==> config.mk <==
export PLATFORM = sky130hd
export DESIGN_NAME = alu_sequencer
export DESIGN_NICKNAME = d
export VERILOG_FILES = /design/src/rtl/alu_sequencer.sv
export SDC_FILE = /design/constraint.sdc
export NUM_CORES = 1
export LEC_CHECK = 0
export CAP_MARGIN = 20
export CORE_MARGIN = 5
export CORE_UTILIZATION = 35
export DETAILED_ROUTE_END_ITERATION = 10
export PLACE_DENSITY = 0.69
export SETUP_SLACK_MARGIN = 0.1
export SYNTH_ARGS = -nofsm -noshare
export SYNTH_HDL_FRONTEND = slang
export SYNTH_SLANG_ARGS = --single-unit
==> constraint.sdc <==
create_clock -name clk -period 3.76 [get_ports clk]
set_clock_uncertainty 0.15 [all_clocks]
set_input_delay 0.752 -clock clk [delete_from_list [all_inputs] [get_ports clk]]
set_output_delay 0.752 -clock clk [all_outputs]
set_load 0.01 [all_outputs]
==> src/rtl/alu_sequencer.sv <==
// Issue controller for the edge-triggered ALU: takes one op per handshake, strobes the ALU,
// captures its result/PSW and writes back to the register file and the PSW register it owns.
module alu_sequencer #(
  parameter int DATA_W = 16,
  parameter int REG_AW = 3,
  parameter int E_HIGH = 1
) (
  input  logic              clk,
  input  logic              rst,
  input  logic              req_valid,
  output logic              req_ready,
  input  logic [5:0]        req_instr,
  input  logic              req_opt,
  input  logic [DATA_W-1:0] req_op1,
  input  logic [DATA_W-1:0] req_op2,
  input  logic [REG_AW-1:0] req_dst,
  input  logic              flush,
  input  logic              psw_wr,
  input  logic [DATA_W-1:0] psw_wdata,
  output logic [DATA_W-1:0] alu_op1,
  output logic [DATA_W-1:0] alu_op2,
  output logic [5:0]        alu_instr,
  output logic              alu_opt,
  output logic              alu_e,
  output logic [DATA_W-1:0] alu_psw,
  input  logic [DATA_W-1:0] alu_result,
  input  logic [DATA_W-1:0] alu_psw_o,
  output logic              wb_en,
  output logic [REG_AW-1:0] wb_dst,
  output logic [DATA_W-1:0] wb_data,
  output logic [DATA_W-1:0] psw_q,
  output logic              busy,
  output logic              err_illegal
);
  localparam logic [5:0] LastLegal = 6'h1B;
  localparam logic [3:0] StrobeLen = 4'(E_HIGH);

  typedef enum logic [1:0] {IDLE, STROBE, SETTLE, WB} state_e;

  state_e            state_q, state_d;
  logic [3:0]        cnt_q, cnt_d;
  logic              accept, legal, noWb;
  logic [DATA_W-1:0] op1_q, op2_q, res_q, pswHold_q, wbData_q;
  logic [5:0]        instr_q;
  logic              opt_q;
  logic [REG_AW-1:0] dst_q, wbDst_q;
  logic              ready_q, ready_d, busy_q, busy_d;
  logic              aluE_q, aluE_d, wbEn_q, wbEn_d, err_q, err_d;

  assign accept = req_valid & ready_q & ~flush;
  assign legal  = (req_instr <= LastLegal);
  assign noWb   = instr_q inside {6'h0A, 6'h0B, 6'h12, 6'h13};

  always_ff @(posedge clk or posedge rst) begin
    if (rst) begin
      state_q <= IDLE;
      cnt_q   <= '0;
    end else begin
      state_q <= state_d;
      cnt_q   <= cnt_d;
    end
  end

  always_comb begin
    state_d = state_q;
    cnt_d   = cnt_q;
    unique case (state_q)
      IDLE: begin
        if (accept && legal) begin
          state_d = STROBE;
          cnt_d   = StrobeLen;
        end
      end
      STROBE: begin
        if (cnt_q <= 4'd1) state_d = SETTLE;
        else               cnt_d   = cnt_q - 4'd1;
      end
      SETTLE:  state_d = WB;
      WB:      state_d = IDLE;
      default: state_d = IDLE;
    endcase
    if (flush) state_d = IDLE;
  end

  // Outputs lag the state by one cycle so operands are stable a full cycle before the E edge.
  always_comb begin
    ready_d = (state_d == IDLE);
    busy_d  = (state_d != IDLE);
    aluE_d  = (state_q == STROBE) & ~flush;
    wbEn_d  = (state_q == WB) & ~flush & ~noWb;
    err_d   = accept & ~legal;
  end

  always_ff @(posedge clk or posedge rst) begin
    if (rst) begin
      ready_q   <= 1'b0;
      busy_q    <= 1'b0;
      aluE_q    <= 1'b0;
      wbEn_q    <= 1'b0;
      err_q     <= 1'b0;
      op1_q     <= '0;
      op2_q     <= '0;
      instr_q   <= '0;
      opt_q     <= 1'b0;
      dst_q     <= '0;
      res_q     <= '0;
      pswHold_q <= '0;
      wbData_q  <= '0;
      wbDst_q   <= '0;
      psw_q     <= '0;
    end else begin
      ready_q <= ready_d;
      busy_q  <= busy_d;
      aluE_q  <= aluE_d;
      wbEn_q  <= wbEn_d;
      err_q   <= err_d;
      if (accept && legal) begin
        op1_q   <= req_op1;
        op2_q   <= req_op2;
        instr_q <= req_instr;
        opt_q   <= req_opt;
        dst_q   <= req_dst;
      end
      if (state_q == SETTLE) begin
        res_q     <= alu_result;
        pswHold_q <= alu_psw_o;
      end
      if (state_q == WB && !flush) begin
        wbData_q <= res_q;
        wbDst_q  <= dst_q;
      end
      // An external PSW load overrides the ALU flags landing in the same cycle.
      if (psw_wr)                       psw_q <= psw_wdata;
      else if (state_q == WB && !flush) psw_q <= pswHold_q;
    end
  end

  assign req_ready   = ready_q;
  assign busy        = busy_q;
  assign alu_e       = aluE_q;
  assign wb_en       = wbEn_q;
  assign err_illegal = err_q;
  assign alu_op1     = op1_q;
  assign alu_op2     = op2_q;
  assign alu_instr   = instr_q;
  assign alu_opt     = opt_q;
  assign alu_psw     = psw_q;
  assign wb_dst      = wbDst_q;
  assign wb_data     = wbData_q;
endmodule

* Word level (Yosys, flattened, before mapping) *
Cells that the tools add are included.

word-level totals
  memories = 0
  ROM bits = 0
  bits in latches = 0
  register bits = 120
  RAM bits = 0
  input bits = 95

operators by class
  $lt $le $gt $ge = 2
  bitwise gates (word level) = 9
  $mul = 0
  reduce and logical (&&, ||, !) cells = 10
  $add $sub $neg = 1
  equality and inequality tests = 9
  divide/modulo/power cells = 0
  shifts and indexed selects = 0
  muxes and demuxes = 9

operators by type and width
  cell                                                 count
  two-way mux 16 bit                                   2
  equality test 6 x 4 -> 1 bit, second input constant  2
  equality test 6 x 5 -> 1 bit, second input constant  2
  two-way mux 4 bit                                    2
  one-hot mux 2 bit (4 select lines)                   1
  one-hot mux 4 bit (2 select lines)                   1
  bitwise AND 1 bit                                    6
  <= comparator 6 x 5 -> 1 bit, second input constant  1
  two-way mux 2 bit                                    3
  nonzero test 2 bit                                   3
  equality test 2 bit, second input constant           2
  <= comparator 4 x 1 -> 1 bit, second input constant  1
  zero test 2 bit                                      2
  != test 2 bit, second input constant                 2
  nonzero test 4 bit                                   1
  subtractor 4 x 1 -> 4 bit, second input constant     1
  NOT 1 bit                                            3
  AND reduction 3 bit                                  1
  equality test 2 x 1 -> 1 bit, second input constant  1
  logical AND 1 bit                                    2
  zero test 1 bit                                      1

* Longest topological paths before layout *
  depth after elaboration = 7
  depth in mapped cells = 7

* Worst setup path before layout *
OpenSTA, ideal clock, no wires.

  kind = input to register
  from = in req_instr[4]
  to = reg cnt_q[2]
  cell stages on the path = 5
  setup time = 0.121 ns
  buffers on the path = 1
  setup slack = 1.618 ns
  arrival = 1.871 ns
  cell sequence = a31oi_1 or3b_1 buf_2 a21o_1 a22o_1

on the way
  longest elaborated chain between the ends = 4

RTL lines
  element                               line  text
  start: declaration                    12    input logic [5:0] req_instr,
  <= comparator 6 x 5 -> 1 bit          51    assign legal = (req_instr <= LastLegal);
  logical AND 1 bit                     69    if (accept && legal) begin
  != test 2 bit (no source line)        n/a
  AND reduction 3 bit (no source line)  n/a
  end signal: assignment                60    cnt_q <= cnt_d;
  end: declaration                      41    logic [3:0] cnt_q, cnt_d;

No other way between the ends.
A chain may end at the register's enable or synchronous reset.

* Final worst setup path *
  from = in req_instr[4]
  to = reg opt_q, in the netlist alu_opt

on the way
  longest elaborated chain between the ends = 2

RTL lines
  element                       line  text
  <= comparator 6 x 5 -> 1 bit  51
  logical AND 1 bit             117   if (accept && legal) begin
  end signal: assignment        121   opt_q <= req_opt;
  end: declaration              45    logic opt_q;

No other way between the ends.

==> run_results.csv <==
group,metric,value,unit
power_and_ir_drop,fin_total_pwr,5.16,mW
clock_network,post_cts_buffers,0,
global_routing,grtUsageMet1,0.185,
detailed_routing,wl_per_cell,16.3,um
detailed_routing,drcViolationCount,0,
clock_network,h-tree-depth,4,
synth,yosys_warnings,0,
finish,syn_to_final_growth,51.4,%
sta,fin_crit,2550,ps
power_and_ir_drop,cellPowerDensity,694,nW/um2
global_routing,met2_usage,0.219,
placement,port_buffers,189,
sta,fmax,392,MHz
sta,rsz0062_at_grt,"no",
synth,ys_ff_latch,120,
global_routing,top_usage_layer,"met2",
clock_network,cts_tree,"built",
clock_network,cts_hold_buf,0,
setup_path,critPathArrivalTime,2680,ps
floorplanning,dieWidth,129,um
setup_path,max_stage_delay,580,ps
global_routing,grt_max_degree,121,
finish,antenna_cells,0,
setup_path,start_kind,"input port",
global_routing,use_met3,0.0598,
power_and_ir_drop,p_sw_frac,0.264,
sta,worst_slew_pin_slew,1000,ps
clock_network,clock_sinks,120,
clock_network,worstSkewPairLatency,400,ps
synth,ys_async_sr_fraction,1.00,
floorplanning,pin_count,190,
detailed_routing,drtAntennaViolNets,0,
sta,setup_violations,0,
power_and_ir_drop,p_leak,3.31,nW
detailed_routing,first_pass_iters,4,
global_routing,grt-ovfl-total,0,
finish,final_cell_area,7440,um2
clock_network,cts_inserted_buffers,17,
placement,dpl.hpwl,7910,um
synth,synthCells,336,
power_and_ir_drop,p_comb_frac,0.299,
global_routing,antenna_found_initial,0,
power_and_ir_drop,irDropWorstVdd,256,uV
floorplanning,core,13800,um2
synth,syn_avg_cell_area,14.6,um2
global_routing,grt_pass1_vias,3636,
synth,synth_edf_count,0,
finish,drive_above_1_share,0.250,
global_routing,track_usage,0.143,
hold_path,hold_path_class,"flip-flop to flip-flop",
detailed_routing,route.vias.total,3284,
sta,final_hold_viol_count,0,
floorplanning,die_area,16500,um2
placement,dp_cells,675,
placement,dpl-instance-area,6830,um2
setup_path,slowest_stage,"or3b_2",
synth,ys_seq_area_frac,0.611,
floorplanning,initial_core_util,0.355,
finish,fin_nets,612,
sta,slew_headroom,0.329,
clock_network,cts-root-buf,"clkbuf_16",
floorplanning,rows,43,
floorplanning,die_y,129,um
synth,synth_ff_type,"dfrtp_1",
synth,synth_area,4910,um2
placement,routabilityCongestion,0.782,
detailed_routing,avgViaCountPerCell,4.64,
clock_network,cts_resized,0,
setup_path,crit_chain,"clkdlybuf4s50_1 -> a31oi_1 -> or3b_2 -> buf_4 -> mux2_2",
power_and_ir_drop,intPower,3.80,mW
run_status,status,"complete, no violations",
finish,final_cells,708,
synth,synth_fp_nets,433,
sta,fin_crit_sh,0.679,
global_routing,grt_pass1_wl,18600,um
finish,fillCellCount,1125,
sta,fin_setup_tns,0,ps
setup_path,worstSetupEndpointType,"flip-flop",
detailed_routing,initialDrtViolationCount,117,
setup_path,cp_max_fo,39,
job,max_cap_violations,0,
setup_path,required,3890,ps
power_and_ir_drop,seq_power_share,0.390,
setup_path,path_class,"input port to flip-flop",
power_and_ir_drop,switchingPower,1.36,mW
clock_network,clock_path_buffers,2,
synth,ys_types,34,
clock_network,clk_pin_slew_worst_paths,50,ps
detailed_routing,drt_wl_total,11500,um
sta,slew_violations,0,
power_and_ir_drop,clkPwrFrac,0.311,
==> cell usage after synthesis (2+ instances only) <==
master | instances | share of area
mux2_2 | 79 | 0.18
a31oi_1 | 2 | 0.0025
buf_2 | 5 | 0.0051
nor3_1 | 4 | 0.0041
a21o_1 | 2 | 0.0031
nor2_1 | 4 | 0.0031
a211oi_1 | 2 | 0.0031
inv_2 | 2 | 0.0015
buf_6 | 8 | 0.018
buf_4 | 16 | 0.024
dfrtp_1 | 120 | 0.61
a21oi_1 | 2 | 0.0020
mux2_4 | 13 | 0.040
inv_1 | 4 | 0.0031
ha_1 | 2 | 0.0051
mux2i_1 | 16 | 0.033
o21ai_0 | 18 | 0.018
clkbuf_1 | 3 | 0.0023
nand2_1 | 18 | 0.014
and3_1 | 2 | 0.0025
==> worst max-delay path, delay by kind of cell <==
| family | cells | cell delay (ps) |
|---|---|---|
| AOI/OAI and AO/OA | 1 | 230 |
| muxes | 1 | 330 |
| and+or+nand+nor | 1 | 580 |
| buffers and inverters | 2 | 770 |
==> registers in the layout, indices dropped and copies added, names as in the netlist <==
name	count
alu_op2	16
req_ready	1
wb_en	1
wb_data	16
alu_opt	1
busy	1
pswHold_q	16
alu_e	1
alu_op1	16
dst_q	3
res_q	16
alu_psw	16
wb_dst	3
cnt_q	4
state_q	2
err_illegal	1
alu_instr	6
==> stage by stage <==
step,worst slack (ps),hold slack [ps],utilization
global placement,758,328,0.494
detailed placement,679,329,0.494
finish,1210,333,0.538
global route,1130,356,0.538
CTS,1110,336,0.537
floorplan,1390,325,-
==> power groups by stage <==
stage,clock (mW),combinational [mW],sequential [mW]
final,1.61,1.54,2.01
after global routing,1.71,1.66,2.08
after CTS,1.65,1.57,2.02
after detailed placement,0,1.56,2.03
after global placement,0,1.53,2.01
after floorplan,0,0.715,2.10
==> metal layers <==
| layer | wire (um) | vias up |
|---|---|---|
| li1 | - | 1534 |
| met1 | 5150 | 1587 |
| met2 | 5270 | 152 |
| met3 | 999 | 11 |
| met4 | 114 | 0 |
| met5 | 0 | - |
==> cells by family after synthesis <==
| family | Yosys count | synth area share |
|---|---|---|
| AO/OA/AOI/OAI | 34 | 0.0438 |
| XOR/XNOR | 1 | 0.00178 |
| adder cells (fa/ha/maj) | 2 | 0.00509 |
| buffers and inverters | 38 | 0.0547 |
| flip-flops | 120 | 0.611 |
| multiplexers | 108 | 0.253 |
| AND/OR/NAND/NOR | 33 | 0.0303 |
==> worst paths after layout <==
path,from,endpoint,slack (ps),cells past startpoint
max in group asynchronous,rst,cnt_q[3]$_DFFE_PP0P_,2250,3
min,alu_instr[1]$_DFFE_PP0P_,wb_en$_DFF_PP0_,330,1
max,req_instr[4],alu_opt$_DFFE_PP0P_,1210,5
min in group asynchronous,rst,alu_op1[8]$_DFFE_PP0P_,740,3
max reg2reg,state_q[0]$_DFF_PP0_,wb_data[4]$_DFFE_PP0P_,1610,4
min reg2reg,alu_instr[1]$_DFFE_PP0P_,wb_en$_DFF_PP0_,330,1
==> layout make-up <==
class | count | area, um2 | area share
Sequential cell | 120 | 3000 | 0.404
Clock inverter | 8 | 92.6 | 0.0124
Inverter | 6 | 26.3 | 0.00353
Clock buffer | 24 | 502 | 0.0674
Multi-Input combinational cell | 178 | 1650 | 0.222
Timing Repair Buffer | 192 | 1940 | 0.261
Tap cell | 180 | 225 | 0.0303
==> cell usage in the layout, fill, tap and decap left out, drive strengths merged, types with 2 or more instances in the layout <==
| master | count |
|---|---|
| nor2 | 4 |
| clkdlybuf4s50 | 189 |
| clkbuf | 24 |
| mux2i | 16 |
| and3 | 2 |
| clkinvlp | 2 |
| a31oi | 2 |
| a21oi | 2 |
| dfrtp | 120 |
| a211oi | 3 |
| nor3 | 4 |
| ha | 2 |
| o21ai | 18 |
| inv | 5 |
| a21o | 2 |
| clkinv | 5 |
| nand2 | 18 |
| mux2 | 92 |
| bufinv | 2 |
| buf | 3 |
(Power assumes the default switching activity.)
